`src/rtl/psw_debouncer.sv`:
```
// rtl/psw_debouncer.sv - push-switch front end: synchroniser, debounce FSM, press/release/long strobes
// and the shared 1us enable tick.
module psw_debouncer #(
  parameter int C_F_CK    = 135_000_000,
  parameter int C_DBG_ACC = 0,
  parameter int C_DEB_US  = 10_000,
  parameter int C_LONG_US = 1_000_000
) (
  input  logic CK_i,
  input  logic RST_i,
  input  logic XPSW_i,
  output logic US_EE_o,
  output logic XPSW_o,
  output logic PRESS_o,
  output logic RELEASE_o,
  output logic LONG_o,
  output logic HOLD_o
);

  localparam int C_N  = (C_DBG_ACC != 0) ? 4 : C_F_CK / 1_000_000;
  localparam int C_PW = (C_N > 1) ? $clog2(C_N) : 1;
  localparam int C_DW = $clog2(C_DEB_US) + 1;
  localparam int C_LW = $clog2(C_LONG_US) + 1;

  localparam logic [C_PW-1:0] C_PRE_LAST = C_PW'(C_N - 1);
  localparam logic [C_DW-1:0] C_DEB_END  = C_DW'(C_DEB_US);
  localparam logic [C_LW-1:0] C_LNG_END  = C_LW'(C_LONG_US);

  typedef enum logic [1:0] {
    ST_REL     = 2'd0,
    ST_PRS_CHK = 2'd1,
    ST_PRS     = 2'd2,
    ST_REL_CHK = 2'd3
  } state_t;

  logic [1:0]      sync_q, sync_d;
  logic [C_PW-1:0] pre_q, pre_d;
  logic            tick_q, tick_d;
  state_t          state_q, state_d;
  logic [C_DW-1:0] deb_q, deb_d, deb_inc;
  logic [C_LW-1:0] lng_q, lng_d, lng_inc;
  logic            xpsw_q, xpsw_d;
  logic            press_q, press_d;
  logic            release_q, release_d;
  logic            long_q, long_d;
  logic            hold_q, hold_d;
  logic            s;

  assign s = sync_q[1];

  always_comb begin
    sync_d = {sync_q[0], XPSW_i};
    pre_d  = (pre_q == C_PRE_LAST) ? '0 : pre_q + 1'b1;
    tick_d = (pre_d == C_PRE_LAST);
  end

  // A level change on s always wins over a tick arriving in the same cycle.
  always_comb begin
    state_d   = state_q;
    deb_d     = deb_q;
    lng_d     = lng_q;
    xpsw_d    = xpsw_q;
    hold_d    = hold_q;
    press_d   = 1'b0;
    release_d = 1'b0;
    long_d    = 1'b0;
    deb_inc   = deb_q + 1'b1;
    lng_inc   = lng_q + 1'b1;
    case (state_q)
      ST_REL: begin
        if (!s) begin
          state_d = ST_PRS_CHK;
          deb_d   = '0;
        end
      end
      ST_PRS_CHK: begin
        if (s) begin
          state_d = ST_REL;
          deb_d   = '0;
        end else if (tick_q) begin
          if (deb_inc == C_DEB_END) begin
            state_d = ST_PRS;
            deb_d   = '0;
            lng_d   = '0;
            xpsw_d  = 1'b0;
            press_d = 1'b1;
          end else begin
            deb_d = deb_inc;
          end
        end
      end
      ST_PRS: begin
        if (s) begin
          state_d = ST_REL_CHK;
          deb_d   = '0;
        end else if (tick_q && (lng_q != C_LNG_END)) begin
          lng_d = lng_inc;
          if (lng_inc == C_LNG_END) begin
            long_d = 1'b1;
            hold_d = 1'b1;
          end
        end
      end
      ST_REL_CHK: begin
        if (!s) begin
          state_d = ST_PRS;
          deb_d   = '0;
        end else if (tick_q) begin
          if (deb_inc == C_DEB_END) begin
            state_d   = ST_REL;
            deb_d     = '0;
            xpsw_d    = 1'b1;
            release_d = 1'b1;
            hold_d    = 1'b0;
          end else begin
            deb_d = deb_inc;
          end
        end
      end
      default: begin
        state_d = ST_REL;
        deb_d   = '0;
      end
    endcase
  end

  always_ff @(posedge CK_i) begin
    if (RST_i) begin
      sync_q    <= 2'b11;
      pre_q     <= '0;
      tick_q    <= 1'b0;
      state_q   <= ST_REL;
      deb_q     <= '0;
      lng_q     <= '0;
      xpsw_q    <= 1'b1;
      press_q   <= 1'b0;
      release_q <= 1'b0;
      long_q    <= 1'b0;
      hold_q    <= 1'b0;
    end else begin
      sync_q    <= sync_d;
      pre_q     <= pre_d;
      tick_q    <= tick_d;
      state_q   <= state_d;
      deb_q     <= deb_d;
      lng_q     <= lng_d;
      xpsw_q    <= xpsw_d;
      press_q   <= press_d;
      release_q <= release_d;
      long_q    <= long_d;
      hold_q    <= hold_d;
    end
  end

  assign US_EE_o   = tick_q;
  assign XPSW_o    = xpsw_q;
  assign PRESS_o   = press_q;
  assign RELEASE_o = release_q;
  assign LONG_o    = long_q;
  assign HOLD_o    = hold_q;

endmodule

```
`config.mk`:
```
export PLATFORM = sky130hd
export DESIGN_NAME = psw_debouncer
export DESIGN_NICKNAME = d
export VERILOG_FILES = /design/src/rtl/psw_debouncer.sv
export SDC_FILE = /design/constraint.sdc
export NUM_CORES = 1
export LEC_CHECK = 0
export BUFFER_PORTS_ARGS = -buffer_cell sky130_fd_sc_hd__buf_2
export CORE_MARGIN = 2
export CORE_UTILIZATION = 50
export CTS_BUF_LIST = sky130_fd_sc_hd__clkbuf_2 sky130_fd_sc_hd__clkbuf_4 sky130_fd_sc_hd__clkbuf_8
export CTS_CLUSTER_SIZE = 20
export DETAILED_ROUTE_END_ITERATION = 16
export PLACE_DENSITY = 0.74
export SLEW_MARGIN = 20
export SYNTH_ARGS = -nofsm -noshare
export SYNTH_HDL_FRONTEND = slang
export SYNTH_SLANG_ARGS = --single-unit
```
`constraint.sdc`:
```
create_clock -name CK_i -period 2.5 [get_ports CK_i]
set_clock_uncertainty 0.05 [all_clocks]
set_input_delay 0.25 -clock CK_i [delete_from_list [all_inputs] [get_ports CK_i]]
set_output_delay 0.25 -clock CK_i [all_outputs]
set_load 0.03 [all_outputs]
```
Word level (Yosys, flattened, before mapping)
Index checks and enable logic that the tools add are counted.
Widths: inputs -> output; s select.
{"block": "word_totals", "ff_bits": 54, "in_bits": 3}
{"block": "op_classes", "n_addsub": 3, "n_eq_ne": 23, "muxes": 38, "bitwise": 5, "reduce_logical": 13}
{"operator": "$mux 21", "n": 5}
{"operator": "$mux 15", "n": 6}
{"operator": "$pmux 15 s4", "n": 1}
{"operator": "$pmux 21 s2", "n": 1}
{"operator": "$ne 2x2->1 const B", "n": 11}
{"operator": "$add 21x1->21 const B", "n": 1}
{"operator": "$eq 21x20->1 const B", "n": 1}
{"operator": "$ne 21x20->1 const B", "n": 1}
{"operator": "$eq 8x8->1 const B", "n": 2}
{"operator": "$mux 2", "n": 8}
{"operator": "$add 15x1->15 const B", "n": 1}
{"operator": "$eq 15x14->1 const B", "n": 1}
{"operator": "$reduce_and 7->1", "n": 2}
{"operator": "$mux 1", "n": 13}
{"operator": "$ne 3x3->1 const B", "n": 4}
{"operator": "$reduce_and 6->1", "n": 2}
{"operator": "$add 8x1->8 const B", "n": 1}
{"operator": "$mux 8", "n": 1}
{"operator": "$pmux 2 s4", "n": 1}
{"operator": "$reduce_bool 2->1", "n": 3}
{"operator": "$reduce_or 3->1", "n": 2}
{"operator": "$not 1->1", "n": 5}
{"operator": "$eq 2x2->1 const B", "n": 2}
{"operator": "$pmux 1 s2", "n": 2}
{"operator": "5 further kinds", "n": 5}

Logic depth before layout (Yosys ltp)
{"block": "logic_depth", "ltp_word": 6, "depth_mapped": 10}

Worst setup path after synthesis
No wires, ideal clock.
{"block": "synth_timing", "path_kind": "flip-flop to flip-flop", "startpoint": "register lng_q[1]", "endpoint": "register hold_q (netlist: HOLD_o)", "setup_time_ps": 61, "arrival_time_ps": 2402, "t_required_ps": 2389, "slack_ps": -13, "path_stages_with_launch": 10, "path_buffers": 1, "period_less_slack_ps": 2513, "cell_sequence": "dfxtp_1 -> ha_1 -> clkbuf_2 -> nand4_1 -> nor3_1 -> xnor2_1 -> nand2_1 -> or4_1 -> nor4b_2 -> o221a_1"}
{"block": "synth_via", "elab_chain_cells": 4, "elab_cells_between_ends": 7, "cone_classes": "add/sub: 1; eq/ne: 4; reduce/logical: 2"}
{"item": "from (decl)", "line": "41", "source": "logic [C_LW-1:0] lng_q, lng_d, lng_inc;"}
{"item": "from (signal assigned)", "line": "146", "source": "lng_q <= lng_d;"}
{"item": "$add 21x1->21 or $ne 21x20->1 (tied branches)", "line": "68, 96"}
{"item": "$eq 21x20->1 or $logic_and 1x1->1 (tied branches)", "line": "98, 96"}
{"item": "$ne 2x2->1 (no line)"}
{"item": "$reduce_and 7->1 (no line) (*)"}
{"item": "to (signal assigned)", "line": "151", "source": "hold_q <= hold_d;"}
{"item": "to (decl)", "line": "46", "source": "logic hold_q, hold_d;"}
Every way passes the cells marked *; elsewhere a longest branch is shown, timed or not.
A chain may end at the register's enable or synchronous reset.

Worst setup path in the final report
{"block": "layout_timing", "startpoint": "register lng_q[0]", "endpoint": "register hold_q (netlist: HOLD_o)"}
The elaborated chain is that of the path after synthesis.

==> results.sh <==
export IMPL_outcome="completed"
export IMPL_grt_pass1_vias=2994
export IMPL_cp_max_fo=6
export IMPL_syn_nets=439
export IMPL_netlist_top_cells_count="dfxtp_1, nand2_1, nor2_1"
export IMPL_yosys_register_bits=54
export IMPL_critPathLaunchType="flip-flop"
export IMPL_antenna_found_initial=0
export IMPL_core_area_um2=6310
export IMPL_via_per_inst=6.20
export IMPL_ioPinCount=9
export IMPL_cts_max_path_buffers=2
export IMPL_gp_congestion=0.915
export IMPL_drc_errors=0
export IMPL_cts_root_buf="clkbuf_8"
export IMPL_powerDensity_nw_per_um2=392
export IMPL_synth_most_common_cell="dfxtp_1"
export IMPL_grt_overflow=0
export IMPL_cap_violations=0
export IMPL_slew_headroom_pct=63.5
export IMPL_synth_top_area_share_pct=33.1
export IMPL_synth_mux_area_share_pct=1.27
export IMPL_synth_compound_area_share_pct=20.1
export IMPL_slew_viol_final=0
export IMPL_drt_iter0_markers=321
export IMPL_synthXorXnorAreaFrac_pct=4.03
export IMPL_power_mw=1.46
export IMPL_drt_pre_antenna_iters=5
export IMPL_cts_made_buffers=5
export IMPL_vias=3312
export IMPL_clkTransAtPathRegs_ns=0.12
export IMPL_dp_cells=525
export IMPL_yosysTopAreaCell="dfxtp_1"
export IMPL_synth_simple_gate_area_share_pct=33.3
export IMPL_portBuffers=8
export IMPL_syn_to_final_growth_pct=14.5
export IMPL_start_util_pct=51.7
export IMPL_synthDistinctLibCells=61
export IMPL_rows=29
export IMPL_ys_top_cells_by_area="dfxtp_1, o21ai_0, a21oi_1, nand2_1, nor2_1"
export IMPL_fin_nets=466
export IMPL_synth_area_um2=3260
export IMPL_grt_pass1_wl_um=14400
export IMPL_instances_no_fill=534
export IMPL_required_ns=2.72
export IMPL_yosys_warnings=0
export IMPL_min_period_over_period_pct=96.9
export IMPL_dp_hpwl_um=6090
export IMPL_reg2reg_slack_ns=0.08
export IMPL_fin_crit_ns=2.42
export IMPL_layout_drive_gt1_share_pct=17.3
export IMPL_ys_seq_area_share_pct=33.1
export IMPL_h_tree_depth=2
export IMPL_power_leakage_nw=1.37
export IMPL_ys_flop_type="dfxtp_1"
export IMPL_die_w_um=84.8
export IMPL_filler_cell_count=587
export IMPL_worstSetupPathType="flip-flop to flip-flop"
export IMPL_setup_viol=0
export IMPL_ir_drop_mv=0.400
export IMPL_min_path_type="input pin to flip-flop"
export IMPL_fin_setup_tns_ns=0
export IMPL_synth_top_family_by_area="simple AND/OR/NAND/NOR gates"
export IMPL_routedWlPerCell_um=16.3
export IMPL_async_reset_ff_share_pct=0
export IMPL_clkLatencyLatePin_ns=0.32
export IMPL_grtUsageTotal_pct=24.3
export IMPL_die_area_um2=7190
export IMPL_fin_area_um2=3740
export IMPL_final_core_util_pct=59.2
export IMPL_synth_cells=429
export IMPL_worst_pin_slew_ns=0.544
export IMPL_grt_max_degree=38
export IMPL_cts_tree="done"
export IMPL_dpl_cell_area_um2=3580
export IMPL_wl_um=8730
export IMPL_cts_sinks=54
export IMPL_cp_end_kind="flip-flop"
export IMPL_grt_setup_unrepaired="true"
export IMPL_avgSynthCellArea_um2=7.60
export IMPL_die_h_um=84.8
export IMPL_max_freq_mhz=413
export IMPL_crit_arrival_ns=2.65
export IMPL_synth_fa_ha_area_share_pct=2.69
export IMPL_cts_hold_buf=0
export IMPL_hold_viol=0
export IMPL_diodes=0
export IMPL_synth_edff_count=0
export IMPL_ant_nets=0
final cells by class:
cell class / instances / area, um^2 / share of cell area, %
inverters: 17 / 63.8 / 1.71
clock buffers: 5 / 68.8 / 1.84
repair buffers: 47 / 345 / 9.24
multi-input cells: 331 / 2050 / 55.0
well taps: 77 / 96.3 / 2.58
flip-flops and latches: 54 / 1090 / 29.1
clock inverters: 3 / 22.5 / 0.603
worst max-delay path, cell delays in order, from the launching register on:
cell and delay (ns):
dfxtp_4 0.41, inv_1 0.08, ha_1 0.19, and4bb_2 0.21, nand4_1 0.10, o211a_4 0.18
nand2_4 0.05, or4_1 0.57, nor4b_4 0.33, o221a_1 0.22
layer usage:
layer / vias to the layer above / global-route usage, % / part of all wire, %
met2: 121 / 39.7 / 48
met3: 14 / 3.74 / 5.2
met5: - / 0 / 0
li1: 1615 / - / -
met4: 0 / 8.80 / 1.6
met1: 1562 / 32.7 / 45
sequential cells by signal, indices dropped and copies added (netlist names), named ones only:
register,cells
RELEASE_o,1
lng_q,21
pre_q,8
state_q,1
deb_q,15
HOLD_o,1
LONG_o,1
sync_q,2
XPSW_o,1
US_EE_o,1
PRESS_o,1
timing repair:
action	in CTS	in global routing
setup buffers	0	1
resized for setup	2	8
setup endpoints to repair	1	8
gates cloned	0	0
metrics by stage:
stage	hold WS [ns]	setup slack [ns]
6_report	0.0823	0.0765
5_1_grt	0.0796	-0.0529
2_1_floorplan	0.304	0.134
3_3_place_gp	0.350	0.0890
3_5_place_dp	0.362	0.00481
4_1_cts	0.0751	0.00798
where the power goes:
group          internal, mW  switching (mW)
clock                 0.204           0.323
combinational        0.0188          0.0395
sequential            0.868         0.00989
total                  1.09           0.372
cell families after synthesis:
kind of cell / count (synthesis)
AO/OA/AOI/OAI: 107
XOR/XNOR: 15
adder cells (fa/ha/maj): 7
buffers and inverters: 44
flip-flops: 54
multiplexers: 4
AND/OR/NAND/NOR: 198
placed cells by master, fill, tap and decap left out, types with 5 or more instances in the layout:
master / n
a31oi_1: 16
xnor2_1: 9
clkbuf_8: 5
inv_1: 16
a21oi_1: 30
o31ai_1: 5
nor3_1: 25
o21ai_0: 32
buf_2: 8
or2_2: 6
nand4_1: 16
nand3_1: 24
dfxtp_1: 52
and2_1: 5
or3_1: 6
nand2_1: 37
and3_1: 8
ha_1: 6
nor2_1: 36
xor2_1: 6
buf_4: 38
worst paths after layout:
path | start | endpoint | depth (start not counted)
hold / removal | XPSW_i | sync_q[0] | 2
setup / recovery | lng_q[0] | HOLD_o | 9
hold reg to reg | sync_q[0] | sync_q[1] | 1
setup reg to reg | lng_q[0] | HOLD_o | 9
Note: power is estimated with default switching activity, not from simulation.
